## src/rtl/usbdev_pkg.sv

```systemverilog
// Shared types and constants for the usbdev 48 MHz domain: line states, line-monitor
// FSM states, microsecond tick period and the raw D+/D- decode helper.
package usbdev_pkg;

  typedef enum logic [1:0] {
    LineSe0 = 2'd0,
    LineJ   = 2'd1,
    LineK   = 2'd2,
    LineSe1 = 2'd3
  } line_state_e;

  typedef enum logic [1:0] {
    LmDrive,
    LmActive,
    LmJCount,
    LmIdle
  } line_mon_state_e;

  localparam int unsigned UsTickCycles = 48;
  localparam int unsigned UsTickW      = 6;

  // Pinflip swaps which physical pin is treated as D+.
  function automatic line_state_e decode_line(logic dp, logic dn, logic pinflip);
    logic [1:0]  pins;
    line_state_e ls;
    pins = pinflip ? {dn, dp} : {dp, dn};
    ls   = LineSe0;
    unique case (pins)
      2'b10:   ls = LineJ;
      2'b01:   ls = LineK;
      2'b11:   ls = LineSe1;
      default: ls = LineSe0;
    endcase
    return ls;
  endfunction

endpackage

```

## src/rtl/usbdev_line_mon_if.sv

```systemverilog
// Pin-side and status signals of the USB line monitor. The master modport is the
// PHY/consumer side; the slave modport is the monitor itself.
interface usbdev_line_mon_if;

  logic       usb_dp_i;
  logic       usb_dn_i;
  logic       usb_oe_i;
  logic       cfg_pinflip_i;
  logic       se1_clr_i;
  logic       us_tick_o;
  logic [1:0] line_state_o;
  logic       rx_j_det_o;
  logic       rx_idle_det_o;
  logic [7:0] se1_count_o;

  modport master (
    output usb_dp_i,
    output usb_dn_i,
    output usb_oe_i,
    output cfg_pinflip_i,
    output se1_clr_i,
    input  us_tick_o,
    input  line_state_o,
    input  rx_j_det_o,
    input  rx_idle_det_o,
    input  se1_count_o
  );

  modport slave (
    input  usb_dp_i,
    input  usb_dn_i,
    input  usb_oe_i,
    input  cfg_pinflip_i,
    input  se1_clr_i,
    output us_tick_o,
    output line_state_o,
    output rx_j_det_o,
    output rx_idle_det_o,
    output se1_count_o
  );

endinterface

```

## src/rtl/usbdev_us_tick.sv

```systemverilog
// Free-running 1 us tick for the 48 MHz domain: counts 0..UsTickCycles-1 and pulses
// tick_o for one cycle while the count sits at its last value.
module usbdev_us_tick
  import usbdev_pkg::*;
(
  input  logic clk_48mhz_i,
  input  logic rst_ni,
  output logic tick_o
);

  localparam logic [UsTickW-1:0] CntMax = UsTickW'(UsTickCycles - 1);

  logic [UsTickW-1:0] cnt_q, cnt_d;

  always_comb begin
    cnt_d = (cnt_q == CntMax) ? '0 : cnt_q + 1'b1;
  end

  always_ff @(posedge clk_48mhz_i or negedge rst_ni) begin
    if (!rst_ni) begin
      cnt_q <= '0;
    end else begin
      cnt_q <= cnt_d;
    end
  end

  assign tick_o = (cnt_q == CntMax);

endmodule

```

## src/rtl/usbdev_line_mon.sv

```systemverilog
// Full-speed USB line monitor: glitch-qualified line state, J-detect pulse, bus-idle
// level and 1 us tick. Optional SE1 error counter enabled by USBDEV_LINE_MON_SE1_CNT_EN.
module usbdev_line_mon
  import usbdev_pkg::*;
#(
  parameter int unsigned IdleBits = 7
) (
  input  logic              clk_48mhz_i,
  input  logic              rst_ni,
  usbdev_line_mon_if.slave  bus
);

  // Last count value spent in LmJCount before declaring idle.
  localparam logic [5:0] JTerm = 6'(IdleBits * 4 - 1);

  line_state_e     raw_d, raw_q;
  line_state_e     line_d, line_q;
  line_mon_state_e state_q;
  logic [5:0]      cnt_q;
  logic            us_tick;

  usbdev_us_tick u_us_tick (
    .clk_48mhz_i (clk_48mhz_i),
    .rst_ni      (rst_ni),
    .tick_o      (us_tick)
  );

  assign raw_d  = decode_line(bus.usb_dp_i, bus.usb_dn_i, bus.cfg_pinflip_i);
  // A value must be seen on two consecutive edges before it is accepted.
  assign line_d = (raw_d == raw_q) ? raw_d : line_q;

  always_ff @(posedge clk_48mhz_i or negedge rst_ni) begin
    if (!rst_ni) begin
      raw_q  <= LineSe0;
      line_q <= LineSe0;
    end else begin
      raw_q  <= raw_d;
      line_q <= line_d;
    end
  end

  always_ff @(posedge clk_48mhz_i or negedge rst_ni) begin
    if (!rst_ni) begin
      state_q <= LmActive;
      cnt_q   <= '0;
    end else if (bus.usb_oe_i) begin
      state_q <= LmDrive;
      cnt_q   <= '0;
    end else begin
      unique case (state_q)
        LmDrive, LmActive: begin
          if (line_q == LineJ) begin
            state_q <= LmJCount;
            cnt_q   <= '0;
          end else begin
            state_q <= LmActive;
          end
        end
        LmJCount: begin
          if (line_q != LineJ) begin
            state_q <= LmActive;
            cnt_q   <= '0;
          end else if (cnt_q == JTerm) begin
            state_q <= LmIdle;
          end else begin
            cnt_q <= cnt_q + 1'b1;
          end
        end
        LmIdle: begin
          if (line_q != LineJ) begin
            state_q <= LmActive;
          end
        end
        default: state_q <= LmActive;
      endcase
    end
  end

  assign bus.us_tick_o     = us_tick;
  assign bus.line_state_o  = line_q;
  assign bus.rx_j_det_o    = (state_q == LmJCount) && (cnt_q == '0);
  assign bus.rx_idle_det_o = (state_q == LmIdle);

`ifdef USBDEV_LINE_MON_SE1_CNT_EN
  logic [7:0] se1_cnt_q;
  logic       se1_entry;

  assign se1_entry = (line_d == LineSe1) && (line_q != LineSe1);

  always_ff @(posedge clk_48mhz_i or negedge rst_ni) begin
    if (!rst_ni) begin
      se1_cnt_q <= '0;
    end else if (bus.se1_clr_i) begin
      se1_cnt_q <= '0;
    end else if (se1_entry && (se1_cnt_q != 8'hff)) begin
      se1_cnt_q <= se1_cnt_q + 1'b1;
    end
  end

  assign bus.se1_count_o = se1_cnt_q;
`else
  logic unused_se1_clr;
  assign unused_se1_clr  = bus.se1_clr_i;
  assign bus.se1_count_o = '0;
`endif

endmodule
```

## src/flat_wrapper.sv

```systemverilog
// flat-port wrapper written by rule: the top's interface ports become plain ports
module usbdev_line_mon_flat import usbdev_pkg::*;
#(
  parameter int unsigned IdleBits = 7
)
  (clk_48mhz_i, rst_ni, bus_usb_dp_i, bus_usb_dn_i, bus_usb_oe_i, bus_cfg_pinflip_i, bus_se1_clr_i, bus_us_tick_o, bus_line_state_o, bus_rx_j_det_o, bus_rx_idle_det_o, bus_se1_count_o);
  usbdev_line_mon_if bus_i ();
  input  logic clk_48mhz_i;
  input  logic rst_ni;
  input wire logic [$bits(bus_i.usb_dp_i)-1:0] bus_usb_dp_i;
  input wire logic [$bits(bus_i.usb_dn_i)-1:0] bus_usb_dn_i;
  input wire logic [$bits(bus_i.usb_oe_i)-1:0] bus_usb_oe_i;
  input wire logic [$bits(bus_i.cfg_pinflip_i)-1:0] bus_cfg_pinflip_i;
  input wire logic [$bits(bus_i.se1_clr_i)-1:0] bus_se1_clr_i;
  output wire logic [$bits(bus_i.us_tick_o)-1:0] bus_us_tick_o;
  output wire logic [$bits(bus_i.line_state_o)-1:0] bus_line_state_o;
  output wire logic [$bits(bus_i.rx_j_det_o)-1:0] bus_rx_j_det_o;
  output wire logic [$bits(bus_i.rx_idle_det_o)-1:0] bus_rx_idle_det_o;
  output wire logic [$bits(bus_i.se1_count_o)-1:0] bus_se1_count_o;
  assign bus_i.usb_dp_i = bus_usb_dp_i;
  assign bus_i.usb_dn_i = bus_usb_dn_i;
  assign bus_i.usb_oe_i = bus_usb_oe_i;
  assign bus_i.cfg_pinflip_i = bus_cfg_pinflip_i;
  assign bus_i.se1_clr_i = bus_se1_clr_i;
  assign bus_us_tick_o = bus_i.us_tick_o;
  assign bus_line_state_o = bus_i.line_state_o;
  assign bus_rx_j_det_o = bus_i.rx_j_det_o;
  assign bus_rx_idle_det_o = bus_i.rx_idle_det_o;
  assign bus_se1_count_o = bus_i.se1_count_o;
  usbdev_line_mon #(.IdleBits(IdleBits)) u_core (.clk_48mhz_i(clk_48mhz_i), .rst_ni(rst_ni), .bus(bus_i));
endmodule
```

## config.mk

```make
export PLATFORM = sky130hd
export DESIGN_NAME = usbdev_line_mon_flat
export DESIGN_NICKNAME = d
export VERILOG_FILES = /design/src/rtl/usbdev_pkg.sv /design/src/rtl/usbdev_line_mon_if.sv /design/src/rtl/usbdev_us_tick.sv /design/src/rtl/usbdev_line_mon.sv /design/src/flat_wrapper.sv
export SDC_FILE = /design/constraint.sdc
export NUM_CORES = 1
export LEC_CHECK = 0
export ABC_AREA = 1
export ABC_CLOCK_PERIOD_IN_PS = 1200
export BUFFER_PORTS_ARGS = -buffer_cell sky130_fd_sc_hd__buf_2
export CORE_UTILIZATION = 33
export DETAILED_ROUTE_END_ITERATION = 8
export PLACE_DENSITY = 0.59
export SLEW_MARGIN = 15
export SYNTH_ARGS = -nofsm -noshare
export SYNTH_HDL_FRONTEND = slang
export SYNTH_SLANG_ARGS = --single-unit
```

## constraint.sdc

```tcl
create_clock -name clk_48mhz_i -period 1.2 [get_ports clk_48mhz_i]
set_input_delay 0.06 -clock clk_48mhz_i [delete_from_list [all_inputs] [get_ports clk_48mhz_i]]
set_output_delay 0.06 -clock clk_48mhz_i [all_outputs]
set_load 0.01 [all_outputs]
```

# --- Word level (Yosys, flattened, before mapping) ---
# Cells that the tools add are included.
word_totals:
  regBits: 18
  latch_bits: 0
  ramBits: 0
  rom_bits: 0
  inputBits: 7
  mem_count: 0
op_classes:
  add_sub_neg: 2
  mul: 0
  n_div: 0
  magnitude_cmp: 0
  eq_ne: 15
  shift: 0
  n_mux: 14
  bitwise: 0
  reduce_logical: 7
ops:
  columns: ["operator", "count"]
  rows:
  - ["$mux W6", 5]
  - ["$add A6 B1 Y6 const B", 2]
  - ["$mux W2", 6]
  - ["$pmux W2 S3", 2]
  - ["$pmux W6 S2", 1]
  - ["$eq A2 B2 Y1 const B", 4]
  - ["$eq A2 B1 Y1 const B", 3]
  - ["$eq A6 B5 Y1 const B", 1]
  - ["$eq A6 B6 Y1 const B", 1]
  - ["$logic_not A6 Y1", 1]
  - ["$ne A3 B2 Y1 const B", 2]
  - ["$ne A4 B2 Y1 const B", 1]
  - ["$ne A4 B3 Y1 const B", 1]
  - ["$reduce_and A3 Y1", 1]
  - ["$reduce_bool A3 Y1", 1]
  - ["$eq A2 B2 Y1", 1]
  - ["$logic_not A2 Y1", 1]
  - ["$ne A2 B1 Y1 const B", 1]
  - ["$reduce_and A2 Y1", 1]
  - ["$reduce_or A2 Y1", 1]
  - ["$logic_and A1 B1 Y1", 1]

# --- Depth between registers and ports, before layout ---
# Gate-level depths: netlist of run 1.
logic_depth:
  depth_word: 5
  ltp_mapped: 8
  ltp_nobuf: 8

# --- Cells and area by module ---
# Synthesis of run 1 repeated with hierarchy kept, for this count alone.
hier_totals:
  hier_cells: 134
  area_unflattened_um2: 1042.2
modules_own_cells:
  columns: ["mod", "n_inst", "cells_each", "area_per_inst_um2", "seq_area_each_um2"]
  rows:
  - ["usbdev_line_mon", 1, 105, 773.2, 301.5]
  - ["usbdev_us_tick", 1, 29, 269.0, 150.1]

# --- Worst setup path before layout of run 1 ---
# No wires, ideal clock.
synth_path:
  path_type: "register -> register"
  from: "register u_core.cnt_q[0]"
  to: "register u_core.cnt_q[5]"
  setup_time_ns: 0.065
  t_arrival_ns: 1.090
  setup_slack_ns: 0.045
  path_stages_with_launch: 7
  path_buffers: 0
  period_less_slack_ns: 1.155
  cell_sequence: "dfrtp_1 -> ha_1 -> nand3_2 -> nor2_4 -> nor2_2 -> nand2_1 -> nand2_1"
synth_between:
  elab_chain_len: 5
synth_lines:
  columns: ["item", "line", "source"]
  rows:
  - ["from (decl)", "usbdev_line_mon.sv:19", "logic [5:0] cnt_q;"]
  - ["from (signal assigned)", "usbdev_line_mon.sv:66", "cnt_q <= cnt_q + 1'b1;"]
  - ["$add A6 B1 Y6", "usbdev_line_mon.sv:66", null]
  - ["$mux W6", "usbdev_line_mon.sv:63", "end else if (cnt_q == JTerm) begin"]
  - ["$mux W6", "usbdev_line_mon.sv:60", "if (line_q != LineJ) begin"]
  - ["$pmux W6 S2", "usbdev_line_mon.sv:50", "unique case (state_q)"]
  - ["$mux W6", "usbdev_line_mon.sv:46", "end else if (bus.usb_oe_i) begin"]
# Parallel ways exist; a longest one is shown, timed or not. The select of a mux whose other input is x is not followed.
# A chain may end at the register's enable or synchronous reset.

# --- Final worst setup path of run 1 ---
layout_path:
  from: "register u_core.cnt_q[1]"
  to: "output bus_rx_j_det_o"
layout_between:
  elab_chain_len: 2
layout_lines:
  columns: ["item", "line", "source"]
  rows:
  - ["$logic_not A6 Y1", "usbdev_line_mon.sv:81", "assign bus.rx_j_det_o = (state_q == LmJCount) && (cnt_q == '0);"]
  - ["$logic_and A1 B1 Y1", "usbdev_line_mon.sv:81", null]
  - ["to (decl)", "flat_wrapper.sv:17", "output wire logic [$bits(bus_i.rx_j_det_o)-1:0] bus_rx_j_det_o;"]
# Every way passes these cells.

==> impl_metrics.tcl, run 1 <==
set metrics [dict create \
    cts_sinks 18 \
    antenna_found_initial 0 \
    arrival_ps 1390 \
    syn_avg_cell_area_um2 7.52 \
    nNetsFinal 177 \
    power_density_nw_per_um2 1010 \
    critPathLaunchType "flip-flop" \
    syn_area_um2 1060 \
    grt_pass1_vias 858 \
    cts_root_buf "clkbuf_4" \
    worst-setup-path-type "flip-flop to output pin" \
    wire_per_inst_um 10.1 \
    netlist_instances 141 \
    layout_setup_ws_ps -245 \
    slowest_delay_ps 410 \
    vdd_drop_max_uv 454 \
    die_w_um 58.7 \
    cts_inserted_buffers 3 \
    critical_path.cell_chain "buf_6, inv_4, ha_4, nand3_2, nor4_1, buf_2" \
    dp.cells 200 \
    fin_util_pct 42.8 \
    slew_violations 0 \
    grt_max_degree 19 \
    vias 915 \
    dieArea_um2 3440 \
    outcome "finished, violations left" \
    netlist.area_leader.share_pct 40.1 \
    ys_seq_area_share_pct 42.6 \
    rsz0062_at_grt "yes" \
    synth_edf_count 0 \
    period_minus_slack_ps 1450 \
    finalSetupViolCount 8 \
    synth.most_common_cell "nand2_1" \
    clockBufferDepth 2 \
    design.core.area_um2 3050 \
    place_congestion 0.794 \
    row_count 20 \
    leakage_nw 0.701 \
    io_pins 20 \
    drt_first_pass_iters 4 \
    finalClockSkew_ps 5.73 \
    cts_max_level 1 \
    layout-drive-gt1-share_pct 27.7 \
    initialDrtViolationCount 26 \
    clk_latency_ps 300 \
    start_util_pct 34.7 \
    fin_crit_sh_pct 120 \
    synth_ff_type "dfrtp_1" \
    cap_violations 0 \
    yosysWarnings 0 \
    synth_async_sr_flop_share_pct 100 \
    grt_overflow_total 0 \
    critPathMaxFanout 2 \
    drc 0 \
    ys_ff_latch 18 \
    grt_util_all_layers_pct 13.7 \
    dp_hpwl_mm 1.49 \
    tritoncts "yes" \
    critPathBufInv 3 \
    violations "negative setup slack" \
    drt-total-wl_mm 2.12 \
    numPortBuffers 10 \
    hold_violations 0 \
    stdcell_count 210 \
    via_per_inst 4.36 \
    synthTopCellsByCount "nand2_1 (49), inv_1 (20), dfrtp_1 (17)" \
    clk_pin_slew_ps 110 \
    grt_pass1_wl_mm 3.50 \
    critical_path.endpoint_type "output pin" \
    yosysTopAreaCell "dfrtp_1" \
    diodes 0 \
    syn_to_final_growth_pct 23.4 \
    netlist-cell-type-count 22 \
    worstHoldPathType "primary input to flip-flop" \
    cp_top_family "flip-flops" \
    cp.required_ps 1140 \
    postRouteAntennaNets 0 \
    die_h_um 58.7 \
    ys_top_cells_by_area "dfrtp_1 (40%), nand2_1 (17%), inv_1 (7.1%)" \
    timing.fmax_mhz 692 \
    crit_slowest_cell "dfrtp_1" \
]
report_power, final:
part           total (mW)  switching (mW)  internal (mW)
registers           0.682          0.0340          0.648
logic               0.249           0.156         0.0927
clock network       0.392           0.208          0.185
total                1.32           0.398          0.926
area by class of cell:
class / instances / area, um^2
Clock buffer: 4 / 36.3
Fill cell: 322 / 1750
Inverter: 21 / 81.3
Multi-Input combinational cell: 100 / 529
Sequential cell: 18 / 452
Tap cell: 44 / 55.1
Timing Repair Buffer: 23 / 154
through the flow:
stage	setup TNS, ps	cell area [um^2]	setup WS, ps	total power, mW	hold slack (ps)
floorplan	0	1090	45.2	0.851	-236
global placement	-56.6	1180	-21.9	0.917	16.4
detailed placement	-267	1180	-62.0	0.925	23.7
CTS	-787	1280	-226	1.34	44.1
global route	-1390	1310	-328	1.42	48.5
finish	-614	1310	-245	1.32	53.9
layout by cell type, fill, tap and decap left out, types with 2 or more instances in the layout:
cell,n
buf_4,11
nand3_2,2
xor2_1,2
clkbuf_4,3
nand3b_1,2
nor2_2,2
nand2_2,2
conb_1,8
inv_1,18
ha_2,2
nor2_4,3
nand2_1,49
buf_2,10
nand3_1,10
nand4_1,4
a21oi_1,3
dfrtp_1,17
inv_2,2
nor2_1,4
or2_2,2
cell families after synthesis:
| kind of cell | share of synthesized area (%) |
|---|---|
| flip-flops | 42.6 |
| other | 0.354 |
| buffers and inverters | 13.8 |
| XOR/XNOR | 1.65 |
| AND/OR/NAND/NOR | 35.7 |
| AO/OA/AOI/OAI | 2.36 |
| adder cells (fa/ha/maj) | 3.54 |
final timing paths:
path,endpoint,from,cells past startpoint,slack (ps)
worst max-delay path,bus_rx_j_det_o,u_core.cnt_q[1],6,-250
max in group asynchronous,u_core.state_q[0],rst_ni,2,660
worst min-delay path,u_core.raw_q[1],bus_usb_dp_i,3,50
min in group asynchronous,u_core.cnt_q[4],rst_ni,2,220
worst min register to register,u_core.bus.line_state_o[1],u_core.bus.line_state_o[1],2,510
worst max register to register,u_core.cnt_q[4],u_core.cnt_q[1],9,-40
worst reg2reg max path: stages, from the launching register on:
cell,delay [ps]
dfrtp_1,410
buf_4,140
ha_2,170
buf_4,140
nand3_1,60
nand2_1,50
nand2_1,60
inv_1,30
nand2_1,50
nand2_1,40
metal layers:
| layer | global-route usage (%) | share of wire [%] |
|---|---|---|
| met1 | 14.8 | 44 |
| met4 | 6.12 | 1.4 |
| met3 | 5.05 | 3.3 |
| met5 | 0 | 0 |
| met2 | 23.8 | 51 |
what timing repair did:
item / CTS / global route
setup endpoints to repair: 8 / 11
hold endpoints to repair: 18 / 0
resized for setup: 12 / 2
buffers inserted: 2 / 3
pin swaps: 4 / 5
hold buffers: 1 / 0
state kept, by name (all words and copies together), names as in the netlist:
register                 count
u_core.cnt_q                 6
u_core.u_us_tick.cnt_q       6
u_core.bus.line_state_o      2
u_core.raw_q                 2
u_core.state_q               2
Note: power is estimated with default switching activity, not from simulation.
==> run 2, diff against run 1 <==
--- a/config.mk
+++ b/config.mk
@@ -8,9 +8,11 @@
 export ABC_AREA = 1
 export ABC_CLOCK_PERIOD_IN_PS = 1200
 export BUFFER_PORTS_ARGS = -buffer_cell sky130_fd_sc_hd__buf_2
-export CORE_UTILIZATION = 33
+export CELL_PAD_IN_SITES_DETAIL_PLACEMENT = 0
+export CELL_PAD_IN_SITES_GLOBAL_PLACEMENT = 2
+export CORE_UTILIZATION = 27
 export DETAILED_ROUTE_END_ITERATION = 8
-export PLACE_DENSITY = 0.59
+export PLACE_DENSITY = 0.78
 export SLEW_MARGIN = 15
 export SYNTH_ARGS = -nofsm -noshare
 export SYNTH_HDL_FRONTEND = slang
==> run 2 against run 1 <==
Effect of this change: the run still ends with negative setup slack left; clock skew down 3.6 ps; final area up 10%; hold slack better by 54 ps; power up 11%; first-iteration DRC count up 85%; sequential power about the same; combinational power up 16%; register-to-register slack worse by 140 ps; critical endpoint unchanged; largest cell class unchanged.
==> impl_metrics.tcl, run 2 (synthesis gave the netlist of run 1 again) <==
set metrics [dict create \
    dp_hpwl_mm 1.64 \
    crit_slowest_cell "dfrtp_1" \
    cp_top_family "flip-flops" \
    vdd_drop_max_uv 499 \
    cap_violations 0 \
    clk_pin_slew_ps 70 \
    post-route-cell-area_um2 1440 \
    grt_pass1_wl_mm 4.21 \
    syn_to_final_growth_pct 35.7 \
    period_minus_slack_ps 1390 \
    fin_crit_sh_pct 115 \
    clockBufferDepth 2 \
    clk_latency_ps 250 \
    arrival_ps 1330 \
    critPathBufInv 3 \
    cts_root_buf "clkbuf_8" \
    p_int_mw 1.06 \
    worst-setup-path-type "flip-flop to output pin" \
    place_area_um2 1230 \
    critPathMaxFanout 2 \
    finalClockSkew_ps 2.13 \
    power_density_nw_per_um2 1030 \
    hold_violations 0 \
    timing.fmax_mhz 722 \
    cts_sinks 18 \
    row_count 22 \
    grt_pass1_vias 992 \
    die_h_um 64.7 \
    via_per_inst 4.22 \
    diodes 0 \
    design.core.area_um2 3720 \
    switching_share_pct 28.3 \
    initialDrtViolationCount 48 \
    wire_per_inst_um 10.6 \
    cts_inserted_buffers 3 \
    grt_overflow_total 0 \
    slew_violations 0 \
    antenna_found_initial 0 \
    dieArea_um2 4180 \
    grt_util_all_layers_pct 13.3 \
    leakage_nw 0.759 \
    critical_path.endpoint_type "output pin" \
    switching_power_uw 418 \
    nNetsFinal 186 \
    drt-total-wl_mm 2.37 \
    final_common_cell "nand2_1" \
    power_frac_comb_pct 19.6 \
    violations "negative setup slack" \
    vias 941 \
    die_w_um 64.7 \
    layout-drive-gt1-share_pct 33.1 \
    tritoncts "yes" \
    slowest_delay_ps 390 \
    numPortBuffers 10 \
    postRouteAntennaNets 0 \
    largest_registers "u_core.cnt_q: 6 flops, u_core.u_us_tick.cnt_q: 6 flops" \
    p_seq_share_pct 46.0 \
    n_fill_cell 388 \
    critPathLaunchType "flip-flop" \
    cp.required_ps 1140 \
    layout_setup_ws_ps -186 \
    cts_max_level 1 \
    rsz0062_at_grt "yes" \
    layout_common_cells "nand2_1 (47), inv_1 (18), buf_4 (18), dfrtp_1 (17)" \
    power_mw 1.47 \
    drt_first_pass_iters 4 \
    outcome "finished, violations left" \
    worstHoldPathType "primary input to flip-flop" \
    power_frac_clock_pct 34.3 \
    io_pins 20 \
    grt_max_degree 19 \
    drc 0 \
    start_util_pct 28.5 \
    critical_path.cell_chain "buf_6, inv_4, ha_4, nand3_2, nor4_2, buf_2" \
    finalSetupViolCount 9 \
    place_congestion 0.761 \
]
[run 2: changes by cell type in the layout (fill, tap and decap cells not counted), moves of 2 or more]
cell,delta
buf_4,+7
buf_6,+2
clkbuf_4,-3
clkbuf_8,+3
nand2_1,-2
nand2_2,+2
[run 2: metal layers]
layer  wire length, um  GRT usage (%)  vias up
met5                 0              0        -
met4                87           7.78        0
met3                63           3.35       10
met2              1170           23.4       17
met1              1050           14.4      427
li1                  -              -      487
[run 2: path summary, 6_finish.rpt]
kind	start	to	slack (ps)	depth (start not counted)
max	u_core.cnt_q[0]	bus_rx_j_det_o	-190	6
min	bus_usb_dn_i	u_core.raw_q[1]	110	3
max reg2reg	u_core.cnt_q[0]	u_core.cnt_q[4]	-180	10
min reg2reg	u_core.cnt_q[5]	u_core.cnt_q[5]	500	2
max in group asynchronous	rst_ni	u_core.state_q[0]	590	2
min in group asynchronous	rst_ni	u_core.u_us_tick.cnt_q[5]	280	2
[run 2: worst min-delay path, stage by stage]
cell,delay (ps)
buf_2,100
nand2_1,70
nand2_1,100
[run 2: area by class of cell]
cell class | count | area, um^2 | share of cell area, %
clock buffers | 4 | 55.1 | 3.83
inverters | 21 | 83.8 | 5.83
multi-input cells | 100 | 558 | 38.8
flip-flops and latches | 18 | 452 | 31.4
well taps | 48 | 60.1 | 4.18
repair buffers | 32 | 229 | 15.9
[run 2: power by group through the flow]
stage | clock network, mW | registers (mW) | logic (mW)
floorplan | 0 | 0.695 | 0.157
global placement | 0 | 0.686 | 0.249
detailed placement | 0 | 0.689 | 0.253
CTS | 0.529 | 0.677 | 0.280
global route | 0.554 | 0.685 | 0.325
finish | 0.506 | 0.679 | 0.289
[run 2: timing repair]
action / CTS / global route
endpoints found under the hold margin: 17 / 0
endpoints found under the setup margin: 7 / 11
hold buffers: 1 / 0
resized for setup: 15 / 7
pin swaps: 6 / 10
buffers inserted: 6 / 1
[run 2: metrics by stage]
stage | utilization, % | setup TNS (ps) | std cells | setup WS (ps) | hold WS [ps]
final | 38.7 | -1040 | 223 | -186 | 108
after floorplan | - | 0 | 148 | 45.2 | -236
after detailed placement | 33.2 | -13.1 | 211 | -5.75 | 23.1
after global placement | 33.2 | 0 | 211 | 14.1 | 16.9
after global routing | 38.7 | -1860 | 223 | -305 | 124
after CTS | 37.8 | -836 | 222 | -289 | 96.7
